### src/rtl/tp_snd_pkg.sv
// Shared types and constants for the AY channel low-pass filter scheduler.
// The filter state is Q16.8 and the coefficients are unsigned Q0.16.
package tp_snd_pkg;

  localparam int NCH  = 6;
  localparam int XW   = 16;
  localparam int FRAC = 8;
  localparam int YW   = XW + FRAC;
  localparam int EW   = YW + 1;
  localparam int KW   = 16;
  localparam int PW   = EW + KW;

  localparam logic [KW-1:0] K_LIGHT  = 16'd13030;
  localparam logic [KW-1:0] K_MEDIUM = 16'd3031;
  localparam logic [KW-1:0] K_HEAVY  = 16'd2507;

  localparam logic [YW-1:0] Y_MAX = {1'b0, {(YW-1){1'b1}}};
  localparam logic [YW-1:0] Y_MIN = {1'b1, {(YW-1){1'b0}}};

  typedef enum logic [1:0] {
    BYPASS = 2'b00,
    LIGHT  = 2'b01,
    MEDIUM = 2'b10,
    HEAVY  = 2'b11
  } lpf_sel_t;

  typedef enum logic [2:0] {
    IDLE,
    SNAP,
    RD,
    MUL,
    WR,
    DONE
  } sched_state_t;

  function automatic logic [KW-1:0] lpf_coef(input lpf_sel_t sel);
    logic [KW-1:0] k;
    case (sel)
      LIGHT:   k = K_LIGHT;
      MEDIUM:  k = K_MEDIUM;
      HEAVY:   k = K_HEAVY;
      default: k = '0;
    endcase
    return k;
  endfunction

endpackage

### src/rtl/tp_lpf_mac.sv
// One-pole low-pass update y' = sat(y + ((x<<8 - y) * k) >>> 16).
// The product is registered; shift, add and saturate follow combinationally.
module tp_lpf_mac
  import tp_snd_pkg::*;
(
  input  logic                 clk_49m,
  input  logic                 reset,
  input  logic                 en,
  input  logic                 bypass,
  input  logic signed [XW-1:0] x,
  input  logic signed [YW-1:0] y,
  input  logic [KW-1:0]        k,
  output logic signed [YW-1:0] y_new
);

  logic signed [YW-1:0] x_sh;
  logic signed [EW-1:0] err;
  logic signed [PW-1:0] err_ext;
  logic signed [PW-1:0] k_ext;
  logic signed [PW-1:0] prod_next;

  logic signed [PW-1:0] prod_reg;
  logic signed [YW-1:0] y_hold_reg;
  logic signed [YW-1:0] x_sh_reg;
  logic                 bypass_reg;

  logic signed [EW-1:0] delta;
  logic signed [EW:0]   sum;
  logic signed [YW-1:0] y_sat;

  assign x_sh      = {x, {FRAC{1'b0}}};
  assign err       = {x_sh[YW-1], x_sh} - {y[YW-1], y};
  assign err_ext   = {{(PW-EW){err[EW-1]}}, err};
  assign k_ext     = {{(PW-KW){1'b0}}, k};
  assign prod_next = err_ext * k_ext;

  always_ff @(posedge clk_49m or posedge reset) begin
    if (reset) begin
      prod_reg   <= '0;
      y_hold_reg <= '0;
      x_sh_reg   <= '0;
      bypass_reg <= 1'b0;
    end else if (en) begin
      prod_reg   <= prod_next;
      y_hold_reg <= y;
      x_sh_reg   <= x_sh;
      bypass_reg <= bypass;
    end
  end

  // Taking the upper bits of the product is an arithmetic shift right by 16.
  assign delta = prod_reg[PW-1:KW];
  assign sum   = {y_hold_reg[YW-1], y_hold_reg[YW-1], y_hold_reg} + {delta[EW-1], delta};

  always_comb begin
    y_sat = sum[YW-1:0];
    if (sum[EW:YW-1] != {3{sum[EW]}}) begin
      y_sat = sum[EW] ? Y_MIN : Y_MAX;
    end
  end

  assign y_new = bypass_reg ? x_sh_reg : y_sat;

endmodule

### src/rtl/tp_lpf_scheduler.sv
// Six-channel AY low-pass filter sharing one multiplier: each accepted sample
// walks RD/MUL/WR per channel and publishes all outputs together in DONE.
module tp_lpf_scheduler
  import tp_snd_pkg::*;
#(
  parameter int W = 16
) (
  input  logic           clk_49m,
  input  logic           reset,
  input  logic           sample_en,
  input  logic [6*W-1:0] ch_in,
  input  logic           sel_we,
  input  logic [11:0]    sel_addr,
  output logic [6*W-1:0] ch_out,
  output logic           out_valid,
  output logic           busy,
  output logic           overrun
);

  sched_state_t state_reg, state_next;
  logic [2:0]   ch_reg, ch_next;

  logic [2*NCH-1:0] sel_live_reg;
  logic [2*NCH-1:0] sel_dec;
  logic             accept;
  logic             last_wr;
  logic             out_valid_reg;
  logic             overrun_reg;

  logic [NCH-1:0][YW-1:0] y_vec;
  logic [NCH-1:0][W-1:0]  x_vec;
  logic [NCH-1:0][1:0]    sel_vec;

  logic signed [W-1:0]  x_op_reg;
  logic signed [YW-1:0] y_op_reg;
  logic [KW-1:0]        k_op_reg;
  logic                 byp_op_reg;
  logic signed [YW-1:0] y_new;

  // Per-channel code is {first bit, second bit}; ch0 lives in sel_dec[1:0].
  assign sel_dec = {sel_addr[4],  sel_addr[5],  sel_addr[2], sel_addr[3],
                    sel_addr[0],  sel_addr[1],  sel_addr[10], sel_addr[11],
                    sel_addr[8],  sel_addr[9],  sel_addr[6], sel_addr[7]};

  // The shadow copy is taken on the accepting edge, so a select written in
  // the same cycle as sample_en only applies to the following sample.
  assign accept  = (state_reg == IDLE) && sample_en;
  assign last_wr = (state_reg == WR) && (ch_reg == 3'(NCH-1));

  always_ff @(posedge clk_49m or posedge reset) begin
    if (reset) begin
      state_reg <= IDLE;
      ch_reg    <= '0;
    end else begin
      state_reg <= state_next;
      ch_reg    <= ch_next;
    end
  end

  always_comb begin
    state_next = state_reg;
    ch_next    = ch_reg;
    case (state_reg)
      IDLE: if (sample_en) state_next = SNAP;
      SNAP: begin
        state_next = RD;
        ch_next    = '0;
      end
      RD:  state_next = MUL;
      MUL: state_next = WR;
      WR: begin
        if (ch_reg == 3'(NCH-1)) begin
          state_next = DONE;
        end else begin
          state_next = RD;
          ch_next    = ch_reg + 3'd1;
        end
      end
      DONE:    state_next = IDLE;
      default: state_next = IDLE;
    endcase
  end

  always_ff @(posedge clk_49m or posedge reset) begin
    if (reset) begin
      sel_live_reg  <= '0;
      out_valid_reg <= 1'b0;
      overrun_reg   <= 1'b0;
    end else begin
      if (sel_we) sel_live_reg <= sel_dec;
      out_valid_reg <= last_wr;
      if (sample_en && (state_reg != IDLE)) overrun_reg <= 1'b1;
    end
  end

  always_ff @(posedge clk_49m or posedge reset) begin
    if (reset) begin
      x_op_reg   <= '0;
      y_op_reg   <= '0;
      k_op_reg   <= '0;
      byp_op_reg <= 1'b0;
    end else if (state_reg == RD) begin
      x_op_reg   <= x_vec[ch_reg];
      y_op_reg   <= y_vec[ch_reg];
      k_op_reg   <= lpf_coef(lpf_sel_t'(sel_vec[ch_reg]));
      byp_op_reg <= (sel_vec[ch_reg] == BYPASS);
    end
  end

  tp_lpf_mac u_mac (
    .clk_49m (clk_49m),
    .reset   (reset),
    .en      (state_reg == MUL),
    .bypass  (byp_op_reg),
    .x       (x_op_reg),
    .y       (y_op_reg),
    .k       (k_op_reg),
    .y_new   (y_new)
  );

  for (genvar gi = 0; gi < NCH; gi++) begin : g_ch
    logic signed [YW-1:0] y_reg;
    logic signed [W-1:0]  x_shadow_reg;
    logic signed [W-1:0]  ch_out_reg;
    lpf_sel_t             sel_shadow_reg;
    logic                 wr_hit;

    assign wr_hit = (state_reg == WR) && (ch_reg == 3'(gi));

    always_ff @(posedge clk_49m or posedge reset) begin
      if (reset) begin
        y_reg          <= '0;
        x_shadow_reg   <= '0;
        ch_out_reg     <= '0;
        sel_shadow_reg <= BYPASS;
      end else begin
        if (accept) begin
          x_shadow_reg   <= ch_in[gi*W +: W];
          sel_shadow_reg <= lpf_sel_t'(sel_live_reg[2*gi +: 2]);
        end
        if (wr_hit) y_reg <= y_new;
        // The last channel is written on this same edge, so take its fresh value.
        if (last_wr) ch_out_reg <= wr_hit ? y_new[YW-1:FRAC] : y_reg[YW-1:FRAC];
      end
    end

    assign y_vec[gi]          = y_reg;
    assign x_vec[gi]          = x_shadow_reg;
    assign sel_vec[gi]        = sel_shadow_reg;
    assign ch_out[gi*W +: W]  = ch_out_reg;
  end

  assign out_valid = out_valid_reg;
  assign busy      = (state_reg != IDLE);
  assign overrun   = overrun_reg;

endmodule

### config.mk
export PLATFORM = sky130hd
export DESIGN_NAME = tp_lpf_scheduler
export DESIGN_NICKNAME = d
export VERILOG_FILES = /design/src/rtl/tp_snd_pkg.sv /design/src/rtl/tp_lpf_mac.sv /design/src/rtl/tp_lpf_scheduler.sv
export SDC_FILE = /design/constraint.sdc
export NUM_CORES = 2
export LEC_CHECK = 0
export BUFFER_PORTS_ARGS = -buffer_cell sky130_fd_sc_hd__buf_2
export CAP_MARGIN = 40
export CORE_MARGIN = 4
export CORE_UTILIZATION = 32
export DETAILED_ROUTE_END_ITERATION = 8
export GPL_ROUTABILITY_DRIVEN = 0
export SYNTH_ARGS = -nofsm -noshare
export SYNTH_HDL_FRONTEND = slang
export SYNTH_SLANG_ARGS = --single-unit
### constraint.sdc
create_clock -name clk_49m -period 14.5 [get_ports clk_49m]
set_clock_uncertainty 0.15 [all_clocks]
set_input_delay 0 -clock clk_49m [delete_from_list [all_inputs] [get_ports clk_49m]]
set_output_delay 0 -clock clk_49m [all_outputs]
set_load 0.02 [all_outputs]
# Word-level counts from Yosys, hierarchy flattened
# Cells that the tools add are included.
# word_totals
inputBits	112
register_bits	507
output_inout_bits	99
# op_classes
mul	1
magnitude_cmp	1
addsub	3
n_reduce_logical	14
eq_ne	15
n_mux	20
# op_table
op	count
2-to-1 mux 16 bit	6
2-to-1 mux 24 bit	4
binary-select mux 24 bit (select 3 bit)	1
binary-select mux 16 bit (select 3 bit)	1
one-hot mux 14 bit (3 select lines)	1
multiplier 25 x 17 -> 41 bit	1
adder 24 x 25 -> 26 bit	1
subtractor 24 x 24 -> 25 bit	1
one-hot mux 3 bit (5 select lines)	1
equality test 3 x 2 -> 1 bit, second input constant	4
equality test 3 bit, second input constant	3
2-to-1 mux 3 bit	3
logical AND 1 bit	8
binary-select mux 2 bit (select 3 bit)	1
equality test 3 x 1 -> 1 bit, second input constant	2
logical NOT 3 bit	2
one-hot mux 3 bit (2 select lines)	1
equality test 2 bit, second input constant	2
< comparator 3 x 4 -> 1 bit, second input constant	1
!= test 2 bit, second input constant	2
adder 3 x 1 -> 3 bit, second input constant	1
nonzero test 3 bit	1
equality test 2 x 1 -> 1 bit, second input constant	1
logical NOT 2 bit	1
4 further kinds	4

# Logic depth before layout (Yosys ltp)
# logic_depth
word_depth	5
ltp_mapped	34
ltp_nobuf	33

# Hierarchy
# A second synthesis with hierarchy kept.
# hier_totals
cells_unflattened	3343
hier_area_um2	36531.3
# by_module_without_submodules
mod	seq_area_each_um2	n_inst	area_each_um2	cells_each
tp_lpf_mac	1651.6	1	19102.1	2115
tp_lpf_scheduler	9984.6	1	17429.2	1228

# Worst setup path before layout
# No wires, ideal clock.
# synth_timing
path_type	register to register
from	reg y_op_reg[0]
to	reg u_mac.prod_reg[39]
arrival_time_ns	7.698
t_required_ns	14.286
synth_period_minus_slack_ns	7.912
setup_time_ns	0.064
slack_ns	6.588
stages_incl_launch_ff	33
cell_sequence	dfrtp_1 > clkbuf_1 > inv_1 > ha_1 > nor3b_1 > a31oi_1 > o21ai_1 > a21o_1 > a211oi_1 > nor3_2 > xor2_1 > buf_2 > and2_1 > fa_1 > inv_1 > fa_1 > fa_1 > inv_1 > fa_1 > fa_1 > inv_1 > fa_1 > inv_1 > ha_1 > a21oi_1 > o21ai_0 > nor2b_1 > a211o_1 > a31oi_4 > o21ai_2 > a211o_1 > a2111o_1 > or3b_1
# synth_between
elab_chain_cells	2
# synth_lines
element	line_no	text
start: declaration	tp_lpf_scheduler.sv:35	logic signed [YW-1:0] y_op_reg;
start signal: assignment	tp_lpf_scheduler.sv:104	y_op_reg <= y_vec[ch_reg];
subtractor 24 x 24 -> 25 bit	tp_lpf_mac.sv:32	assign err = {x_sh[YW-1], x_sh} - {y[YW-1], y};
multiplier 25 x 17 -> 41 bit	tp_lpf_mac.sv:35	assign prod_next = err_ext * k_ext;
end signal: assignment	tp_lpf_mac.sv:44	prod_reg <= prod_next;
end: declaration	tp_lpf_mac.sv:22	logic signed [PW-1:0] prod_reg;
# No other way between the ends.
# A chain may end at the register's enable or synchronous reset.

# Worst setup path after layout
# Same ends and word-level chain as after synthesis.

==> run metrics <==
Layout area overhead=17.0%; area share of and/or/nand/nor cells after synthesis=8.86%; WS Path Type=reg2reg; Setup Fix Bufs, Post-CTS=0; Initial Utilization=32.2%; first-pass GRT wire length=roughly 140000 um; largest net degree at the start of global routing=160; status=completed; Synth Register Bits=465; initial antenna violation count=2; R2R Path End=u_mac.prod_reg[39]; Reg area=0.0116 mm2; Longest Clk Path Bufs=3; multiplexer area fraction after synthesis=around 10%; I/O pin count=211; worst hold path depth=3; Final Core Density=37.7%; number of global-route vias before repair=24600; RR Startpoint=y_op_reg[0]; RSZ-0062 raised after global routing=false; setup TNS=0 ps; critical path endpoint category=flip-flop; final antenna-violating net count=0; slowest CP cell=fa_1; Num Clock Sinks=around 470; Root Driver=clkbuf_16; number of synthesized flops with an enable pin=0; drt drc=0; max_slew headroom=37.3%; startpoint type of the worst setup path=flip-flop; core area=between 0.1 and 0.15 mm2; Final Hold Viols=0; Compound-Gate Fraction of Synth Area=11.5%; Worst EP arrival=9140 ps; filler instances=10100; GR Overflow Total=0; Max Slew Vio Count=0; fraction of registers with async set/reset=100%; GR Util All Layers=between 15 and 20%; setup ws final=around 5700 ps; share of cells above drive strength 1=17.2%; CTS tree=done; Synth Area in Adders=24.6%; Die X=328 um; crit path max fanout=11; synth unique cells=77; Post-DP HPWL=65300 um; Detailed Routing Iterations Pass 1=5; routed wire length=87500 um; largest family of logic cells by synthesized area=adder cells; Max Freq=0.113 GHz; Worst-path clk slew=60 ps; max reg flops=144; CP dominant cell by count=fa_1; Post-Syn Instances=3113; die area=0.108 mm2; Via density=between 4 and 5; main flop type after synthesis=dfrtp_1; multi-input logic area=0.0190 mm2; routed vias=23100; WP data required=~15000 ps; Hold Crit Class=in2reg; Yosys Warn Count=0; final period utilization=60.8%; Worst-Margin Slew=941 ps; Iter 0 DRT Violations=around 1200; most common library cell in the layout ignoring fill and taps=dfrtp_1; Synth Cell Area=0.0328 mm2; Port Buffers=210; commonest cells after routing, fill and taps aside=dfrtp_1 (463), nand2_1 (415), inv_1 (410), fa_1 (279), o21ai_0 (237); FF-to-FF setup slack=5690 ps; Chip Height=328 um; sequential element share of the synthesized area=35.4%; H-tree Lvls=2; latest clock arrival within the worst-skew pair=610 ps; slowest cell delay on critical path=550 ps; hold worst-path end=g_ch[2].x_shadow_reg[6]; R2R depth=30; Net Count, Synth=3701; cts bufs inserted=48; pre-CTS setup slack=5680 ps; routed len/inst=18.2 um; Resize count post-CTS=0; nets=3985; critical hold path startpoint=ch_in[38]; Max Cap Violations=0; site row count=117; Setup violations, final=0; XOR/XNOR Fraction of Synth Area=2.58%; crit path time final=8810 ps; mean area per synthesized cell=10.5 um2
## layout make-up
| class | instances | share of cell area (%) |
|---|---|---|
| Inverter | 413 | 4.05 |
| Clock inverter | 14 | 0.394 |
| Sequential cell | 465 | 30.3 |
| Tap cell | 1368 | 4.46 |
| Antenna cell | 2 | 0.0130 |
| Multi-Input combinational cell | 2071 | 49.5 |
| Clock buffer | 68 | 3.58 |
| Timing Repair Buffer | 398 | 7.69 |
## worst max-delay path by stage
stage	start	endpoint	slack, ps	cells past startpoint
after global placement	y_op_reg[0]	u_mac.prod_reg[39]	5590	30
final	y_op_reg[0]	u_mac.prod_reg[39]	5690	30
after detailed placement	y_op_reg[0]	u_mac.prod_reg[39]	5680	30
after floorplan	reset	byp_op_reg	1380	1
after global routing	y_op_reg[0]	u_mac.prod_reg[39]	5130	30
after CTS	y_op_reg[0]	u_mac.prod_reg[39]	5620	30
## cells in the mapped netlist, types with 23 or more instances
| master | n | area [um2] |
|---|---|---|
| nor2_1 | 39 | 146 |
| nand2_1 | 416 | 1560 |
| and2_1 | 83 | 519 |
| clkbuf_1 | 120 | 450 |
| a21o_1 | 28 | 210 |
| inv_1 | 411 | 1540 |
| dfrtp_1 | 465 | 11600 |
| a22oi_1 | 26 | 195 |
| o31ai_1 | 56 | 420 |
| xor2_1 | 37 | 324 |
| mux2i_1 | 46 | 460 |
| fa_1 | 279 | 5590 |
| ha_1 | 197 | 2460 |
| o21a_1 | 27 | 203 |
| mux2_2 | 173 | 1950 |
| o211ai_1 | 29 | 218 |
| o21ai_0 | 237 | 1190 |
| buf_1 | 23 | 86.3 |
| mux4_2 | 42 | 946 |
| xnor2_1 | 56 | 490 |
| a21oi_1 | 74 | 370 |
## kinds of logic (layout without fill, tap and decap cells)
kind of cell / Yosys count / in the layout
simple gates: 646 / 646
compound gates: 590 / 590
buf+inv: 577 / 893
fa+ha+maj: 479 / 479
flops: 465 / 465
mux: 261 / 261
xor+xnor: 95 / 95
other cells: 0 / 2
## per-stage QoR
stage | cell area (um2) | instances | hold WS (ps)
floorplan | 32800 | 3113 | -33.1
global placement | 35200 | 4557 | 53.8
detailed placement | 35400 | 4570 | 51.0
CTS | 38400 | 4797 | 0.523
global route | 38400 | 4799 | 25.6
finish | 38400 | 4799 | 22.1
## routing by layer
metal | share of wire, % | up-vias | global-route usage (%)
met5 | 0 | - | 0
met4 | 2.8 | 0 | 4.38
met3 | 3.6 | 111 | 2.14
met2 | 51 | 447 | 28.7
met1 | 43 | 11600 | 21.0
li1 | - | 10900 | -
## worst max-delay path, delay by kind of cell (launching register included)
family                     cells  cell delay, ps
AOI/OAI and AO/OA             11            2260
xor gates and xnor gates       1             490
adders and majority gates      8            3560
buffers and inverters          4             280
DFF                            1             480
and+or+nand+nor                6            1440
## repair_timing
item | 4_1_cts | 5_1_grt
hold buffers | 145 | 0
endpoints found under the hold margin | 233 | 0
setup endpoints to repair | 0 | 0
Power is left out: the tool's default activity adds up to more than one toggle a clock period on the data nets, which glitch-free logic cannot reach.
